[src/rtl/serial_subtractor.sv]
// Bit-serial WIDTH-bit subtractor D = A - B, LSB first, one bit per clock.
// Two half-subtractor stages form a full subtractor; the borrow is carried between bits in a flop.
module serial_subtractor #(
    parameter int WIDTH = 8
) (
    input  logic             clk,
    input  logic             rst_n,
    input  logic             start,
    input  logic [WIDTH-1:0] A,
    input  logic [WIDTH-1:0] B,
    output logic             busy,
    output logic [WIDTH-1:0] D,
    output logic             Bo,
    output logic             out_valid,
    input  logic             out_ready
);

    localparam int CW = $clog2(WIDTH);

    typedef enum logic [1:0] {
        IDLE,
        RUN,
        DONE
    } state_t;

    state_t           state;
    state_t           state_next;
    logic [WIDTH-1:0] a_sh;
    logic [WIDTH-1:0] b_sh;
    logic [WIDTH-2:0] r_sh;
    logic [CW-1:0]    cnt;
    logic             br;

    logic             a_bit;
    logic             b_bit;
    logic             hs1_d;
    logic             hs1_b;
    logic             hs2_d;
    logic             hs2_b;
    logic             br_next;
    logic             last;
    logic [WIDTH-1:0] r_next;

    // r_sh keeps only the WIDTH-1 bits already produced; the current bit completes r_next.
    always_comb begin
        a_bit   = a_sh[0];
        b_bit   = b_sh[0];
        hs1_d   = a_bit ^ b_bit;
        hs1_b   = ~a_bit & b_bit;
        hs2_d   = hs1_d ^ br;
        hs2_b   = ~hs1_d & br;
        br_next = hs1_b | hs2_b;
        r_next  = {hs2_d, r_sh};
        last    = (cnt == CW'(WIDTH - 1));
    end

    always_comb begin
        state_next = state;
        unique case (state)
            IDLE:    if (start)     state_next = RUN;
            RUN:     if (last)      state_next = DONE;
            DONE:    if (out_ready) state_next = IDLE;
            default:                state_next = IDLE;
        endcase
    end

    always_ff @(posedge clk or negedge rst_n) begin
        if (!rst_n) begin
            state <= IDLE;
        end else begin
            state <= state_next;
        end
    end

    always_ff @(posedge clk or negedge rst_n) begin
        if (!rst_n) begin
            a_sh      <= '0;
            b_sh      <= '0;
            r_sh      <= '0;
            cnt       <= '0;
            br        <= 1'b0;
            D         <= '0;
            Bo        <= 1'b0;
            out_valid <= 1'b0;
        end else begin
            case (state)
                IDLE: begin
                    if (start) begin
                        a_sh <= A;
                        b_sh <= B;
                        br   <= 1'b0;
                        cnt  <= '0;
                    end
                end
                RUN: begin
                    a_sh <= a_sh >> 1;
                    b_sh <= b_sh >> 1;
                    r_sh <= r_next[WIDTH-1:1];
                    br   <= br_next;
                    cnt  <= cnt + CW'(1);
                    if (last) begin
                        D         <= r_next;
                        Bo        <= br_next;
                        out_valid <= 1'b1;
                    end
                end
                DONE: begin
                    if (out_ready) out_valid <= 1'b0;
                end
                default: begin
                end
            endcase
        end
    end

    assign busy = (state != IDLE);

endmodule

[config.mk]
export PLATFORM = sky130hd
export DESIGN_NAME = serial_subtractor
export DESIGN_NICKNAME = d
export VERILOG_FILES = /design/src/rtl/serial_subtractor.sv
export SDC_FILE = /design/constraint.sdc
export NUM_CORES = 1
export LEC_CHECK = 0
export ABC_CLOCK_PERIOD_IN_PS = 2600
export BUFFER_PORTS_ARGS = -buffer_cell sky130_fd_sc_hd__buf_2
export CAP_MARGIN = 30
export CORE_MARGIN = 10
export CORE_UTILIZATION = 57
export CTS_CLUSTER_SIZE = 14
export DETAILED_ROUTE_END_ITERATION = 12
export PLACE_DENSITY = 0.88
export SKIP_CTS_REPAIR_TIMING = 1
export SLEW_MARGIN = 20
export SYNTH_ARGS = -nofsm -noshare
export SYNTH_HDL_FRONTEND = slang
export SYNTH_SLANG_ARGS = --single-unit
[constraint.sdc]
create_clock -name clk -period 2.6 [get_ports clk]
set_input_delay 0 -clock clk [delete_from_list [all_inputs] [get_ports clk]]
set_output_delay 0 -clock clk [all_outputs]
set_load 0.005 [all_outputs]
==> results of run 1 <==
==> metrics by stage <==
step	instances	hold WS [ns]	setup slack [ns]
floorplan	142	-0.296	1.08
global placement	192	0.136	1.18
detailed placement	192	0.148	1.10
CTS	200	-0.227	0.947
global route	214	0.00806	0.796
finish	214	-0.0258	0.937
==> routing by layer <==
layer / vias to the layer above / global-route usage / share of wire / wire, um
met3: 6 / 0.0604 / 0.077 / 279
met5: - / 0 / 0 / 0
met2: 47 / 0.208 / 0.50 / 1810
met1: 600 / 0.160 / 0.41 / 1500
li1: 604 / - / - / -
met4: 0 / 0.0525 / 0.013 / 48
==> final timing paths <==
path | end | slack, ns | depth (start not counted)
setup / recovery | busy | 0.94 | 3
hold / removal | a_sh[5] | -0.03 | 3
setup reg to reg | a_sh[6] | 1.07 | 3
hold reg to reg | br | 0.51 | 2
max in group asynchronous | D[5] | 1.79 | 2
min in group asynchronous | b_sh[4] | 0.29 | 2
==> worst max-delay path, delay by kind of cell, from the launching register on <==
family	cells	cell delay (ns)
buffers and inverters	2	0.60
DFF	1	0.53
and+or+nand+nor	1	0.20
==> synthesized netlist by cell type <==
master and count:
o22ai_1 28, dfrtp_1 39, nand3b_4 1, clkbuf_1 1, buf_8 1, nand2_1 7
a21oi_1 17, ha_1 2, mux2_4 4, nor2b_1 1, buf_6 2, o31ai_1 1
a22o_1 2, nor2_1 3, buf_4 2, buf_2 5, o21ai_0 7, fa_1 1
clkinv_1 1, inv_1 3, o21bai_1 1, nand2b_1 1, nand2b_4 1, mux2_2 11
==> final cells by class <==
class,count,area share
well taps,31,0.0193
repair buffers,44,0.144
clock inverters,2,0.00621
clock buffers,6,0.0205
flip-flops and latches,39,0.484
inverters,4,0.00745
multi-input cells,88,0.318
==> cell families (layout without fill, tap and decap cells) <==
group | after synthesis | in the layout | share of synthesized area
AO/OA/AOI/OAI | 56 | 56 | 0.191
adder cells (fa/ha/maj) | 3 | 3 | 0.0263
buffers and inverters | 15 | 56 | 0.0562
AND/OR/NAND/NOR | 14 | 14 | 0.0489
flip-flops | 39 | 39 | 0.570
multiplexers | 15 | 15 | 0.107
==> sequential cells by signal, indices dropped and copies added (netlist names) <==
register	cells
Bo	1
br	1
state	2
cnt	3
D	8
r_sh	7
a_sh	8
out_valid	1
b_sh	8
==> power by group through the flow <==
| stage | Sequential, uW | Combinational, uW | Clock, uW |
|---|---|---|---|
| 6_report | 1110 | 893 | 295 |
| 2_1_floorplan | 1060 | 730 | 0 |
| 5_1_grt | 1160 | 1010 | 326 |
| 3_5_place_dp | 1120 | 883 | 0 |
| 3_3_place_gp | 1100 | 821 | 0 |
| 4_1_cts | 1110 | 884 | 300 |
==> impl_results.md, run 1 <==
* Number of CTS-inserted buffers at 5
* Drt drc at 0
* CTS root buf: clkbuf_4
* CP Cell Sequence: clkinv_1 > nand2_1 > buf_2
* DP Area at about 1800 sq um
* Avg Inst Size Synth at 12.1 sq um
* WP data arrival at approximately 1.7 ns
* Final Max Tran Viols at 0
* I/O Buffers at 30
* FF/Latch Area at 976 sq um
* Nets at between 200 and 250
* CTS tree: yes
* Largest net degree at the start of global routing at 40
* Final WL at about 3.6 mm
* Fillers at 199
* Register area share after synthesis at 0.570
* Core footprint at 2810 sq um
* CP Class: flop to output pin
* Gate power share at 0.388
* Vias per inst at around 5.9
* DR iter-0 viols at 86
* Grt ovf at 0
* Fin Setup TNS at 0 ns
* Worst-path maximum fanout at 17
* Sw power at between 800 and 900 uW
* Yosys warning count at 0
* Initial Util at 0.611
* Yosys cell types at 24
* Worst Hold Launch: A[5]
* Fin crit period at 1.66 ns
* Actual slew at the worst max-slew pin at 0.830 ns
* Slowest CP cell: dfrtp_1
* Slowest stage delay, CP at 0.53 ns
* Internal power at about 1500 uW
* Width of the chip at approximately 75 um
* Worst vdd rail ir drop at 0.762 mV
* RSZ-0062 raised after global routing: false
* Syn_nets at 165
* Multi-input gate area at approximately 640 sq um
* Post-synth top area cell: dfrtp_1
* Synth top area cells: dfrtp_1, o22ai_1, mux2_2
* Fmax achieved at between 600 and 700 MHz
* Setup Skew at approximately 0.016 ns
* CTS max path bufs at 2
* IO Count at 31
* Final weighted congestion in routability-driven placement at around 0.74
* Final worst path period share at 0.640
* Most common cell after layout, fill and taps aside: dfrtp_1
* Max-slew headroom at 0.447
* Switching Share at 0.357
* RR Startpoint: state[1]
* First-pass iteration count of the detailed router at 4
* MaxCap Viol Count at 0
* Mapped Area at between 1500 and 2000 sq um
* Mapped Cells at about 140
* Clk pwr share at 0.128
* Yosys top cell area share at 0.570
* Synth-to-layout area growth at 17.6%
* Cell Rows at 19
* Routed WL per cell at ~17 um
* Final Instance Area at 2010 sq um
* First-pass GRT wire length at a little under 6 mm
* Flops & latches, synth at 39
* Startpoint Class: flop
* Leakage power at about 0.00092 uW
* GRT Util Overall at 0.134
* Diode count at 0
* Setup crit start: state[1]
* Final Hold Fails at 3
* Clock latency at the later pin of the worst-skew pair at 0.34 ns
* Critical Path Sink Type: output pin
* Hold_ws at -0.0258 ns
* H-tree levels at 2
* Utilization after layout at 0.718
* Vert. Die Dim at 74.8 um
* Final Power at 2300 uW
* Final setup viols at 0
* Worst min path class: input port to flop
* Share of cells above drive strength 1 at 0.295
* Most frequent cells in the layout: dfrtp_1, buf_2, o22ai_1, a21oi_1, dlygate4sd3_1
* DP HPWL at 2.43 mm
* Initial antenna violation count at 0
* Clock net sink count at 39
* Vias at 1257
* Clk pin slew, worst setup/hold paths at 0.12 ns
* Die Area at ~5600 sq um
* Power per cell area at approximately 1100 nW/um^2
* Failing checks: negative hold slack
* Critical path required time at 2.60 ns
* Status: finished with violations
* Vias in the first global route at between 1000 and 1500
* Final ANT Viol Nets at 0
* Sequential fraction of design power at 0.484
Power figures use the tool's default switching activity.
==> inputs of run 2 (changes only) <==
ABC_CLOCK_PERIOD_IN_PS = 1600   (was 2600)
CORE_UTILIZATION = 54   (was 57)
PLACE_DENSITY = 0.85   (was 0.88)
clock period = 1.6 ns   (was 2.6 ns; I/O delays follow)
==> impl_results.md, run 2 (synthesis gave the netlist of run 1 again) <==
* Status: finished with violations (unchanged)
* Failing checks: negative hold slack (unchanged)
* Most frequent cells in the layout: dfrtp_1, buf_2, o22ai_1, a21oi_1, dlygate4sd3_1 (unchanged)
* Nets at 212 (was 205)
* Top flop regs: D: 8 flops, a_sh: 8 flops, b_sh: 8 flops (unchanged)
* Hold_ws at -0.0182 ns (was -0.0258 ns)
* CP Class: flop to flop (was flop to output pin)
* WHS Path Cells at 3 (unchanged)
* RR Startpoint: cnt[0] (was state[1])
* Fmax achieved at around 670 MHz
* I/O Buffers at 30 (unchanged)
* Most common cell after layout, fill and taps aside: dfrtp_1 (unchanged)
* First-pass GRT wire length at 6.28 mm (was 5.81 mm)
* DR iter-0 viols at 70 (was 86)
* MaxCap Viol Count at 0 (unchanged)
* Largest net degree at the start of global routing at 40 (unchanged)
* Width of the chip at 76.3 um (was 74.8 um)
* Final worst path period share at 0.935
* Clock net sink count at 39 (unchanged)
* R2R Path End: D[4] (was a_sh[6])
* Worst-path maximum fanout at 11 (was 17)
* Hold Crit Endpoint: b_sh[6] (was a_sh[5])
* Core footprint at 3050 sq um (was 2810 sq um)
* Drt drc at 0 (unchanged)
* Internal power at 2650 uW (was 1480 uW)
* H-tree levels at 2 (unchanged)
* RSZ-0062 raised after global routing: false (unchanged)
* Die Area at 5820 sq um (was 5600 sq um)
* Vias per inst at 5.56 (was 5.87)
* CTS tree: yes (unchanged)
* Clock latency at the later pin of the worst-skew pair at 0.34 ns (about the same)
* Fin crit period at roughly 1.5 ns
* Final Hold Fails at 1 (was 3)
* Clk pwr share at 0.171 (was 0.128)
* Gate power share at 0.381 (was 0.388)
* Fin Setup TNS at 0 ns (unchanged)
* GRT Util Overall at 0.129 (was 0.134)
* Leakage power at 0.000970 uW (was 0.000919 uW)
* R2R depth at 4 (was 3)
* Cell Rows at 20 (was 19)
* IO Count at 31 (unchanged)
* Worst vdd rail ir drop at 0.871 mV (was 0.762 mV)
* Grt ovf at 0 (unchanged)
* Setup Skew at 0.00849 ns (was 0.0164 ns)
* Initial Util at 0.561 (was 0.611)
* Initial antenna violation count at 0 (unchanged)
* Worst Hold Launch: B[6] (was A[5])
* Startpoint Class: flop (unchanged)
* Share of cells above drive strength 1 at 0.326 (was 0.295)
* Worst min path class: input port to flop (unchanged)
* Final setup viols at 0 (unchanged)
* Critical path required time at 1.83 ns (was 2.60 ns)
* Critical Path Sink Type: flop (was output pin)
* Vias at 1302 (was 1257)
* Switching Share at 0.335 (was 0.357)
* CTS max path bufs at 2 (unchanged)
* Final WL at 3.66 mm (was 3.65 mm)
* Utilization after layout at 0.694 (was 0.718)
* Final weighted congestion in routability-driven placement at 0.737 (was 0.735)
* Max-slew headroom at 0.674 (was 0.447)
* Synth-to-layout area growth at 23.7% (was 17.6%)
* Sequential fraction of design power at 0.448 (was 0.484)
* Worst R2R Setup Slack at 0.10 ns (was 1.07 ns)
* Setup crit start: cnt[0] (was state[1])
* Clk pin slew, worst setup/hold paths at 0.11 ns (was 0.12 ns)
* Sw power at 1330 uW (was 822 uW)
* Actual slew at the worst max-slew pin at 0.488 ns (was 0.830 ns)
* Routed WL per cell at 15.6 um (was 17.0 um)
* Final Max Tran Viols at 0 (unchanged)
* First-pass iteration count of the detailed router at 4 (unchanged)
* Vert. Die Dim at 76.3 um (was 74.8 um)
* Vias in the first global route at 1356 (was 1286)
* Number of CTS-inserted buffers at 5 (unchanged)
* Final ANT Viol Nets at 0 (unchanged)
* WP data arrival at 1.72 ns (was 1.66 ns)
* DP HPWL at 2.58 mm (was 2.43 mm)
* CTS root buf: clkbuf_4 (unchanged)
* Power per cell area at 1880 nW/um^2 (was 1140 nW/um^2)
* Diode count at 0 (unchanged)
-- run 2: power groups by stage --
stage	clock [uW]	combinational [uW]	sequential [uW]
after global placement	0	1410	1770
after detailed placement	0	1510	1810
after global routing	758	1700	1860
after floorplan	0	1190	1720
final	680	1510	1780
after CTS	701	1520	1790
-- run 2: worst max-delay path by stage --
stage          endpoint  slack, ns  depth (start not counted)
3_3_place_gp       D[6]       0.17                          4
5_1_grt            busy       0.03                          5
4_1_cts            D[4]        0.1                          4
3_5_place_dp       D[4]       0.12                          4
6_report           D[4]       0.10                          4
2_1_floorplan      D[0]       0.08                          5
-- run 2: metal layers --
metal / track usage / vias up / part of all wire
met5: 0 / - / 0
met4: 0.0353 / 0 / 0.013
met3: 0.0637 / 9 / 0.053
met2: 0.213 / 35 / 0.51
met1: 0.145 / 635 / 0.43
li1: - / 623 / -
-- run 2: cell type report --
cell class | count | area (sq um)
multi-input cells | 88 | 641
repair buffers | 51 | 345
fillers | 228 | 933
well taps | 44 | 55.1
flip-flops and latches | 39 | 977
clock buffers | 6 | 51.3
clock inverters | 2 | 35.0
inverters | 4 | 15.0
-- run 2: critical path, stage by stage, from the launching register on --
cell and delay, ns:
dfrtp_1 0.41, ha_1 0.20, ha_1 0.23, nand3b_4 0.18, mux2_2 0.36
-- run 2: per-stage QoR --
step	total power, uW	cell area (sq um)	instances	hold slack, ns	worst slack (ns)
floorplan	2910	1710	142	-0.296	0.0842
global placement	3180	1880	211	0.0665	0.175
detailed placement	3330	1880	211	0.0802	0.118
CTS	4010	1970	219	-0.301	0.0986
global route	4320	2120	234	-0.00000175	0.0324
finish	3980	2120	234	-0.0182	0.104
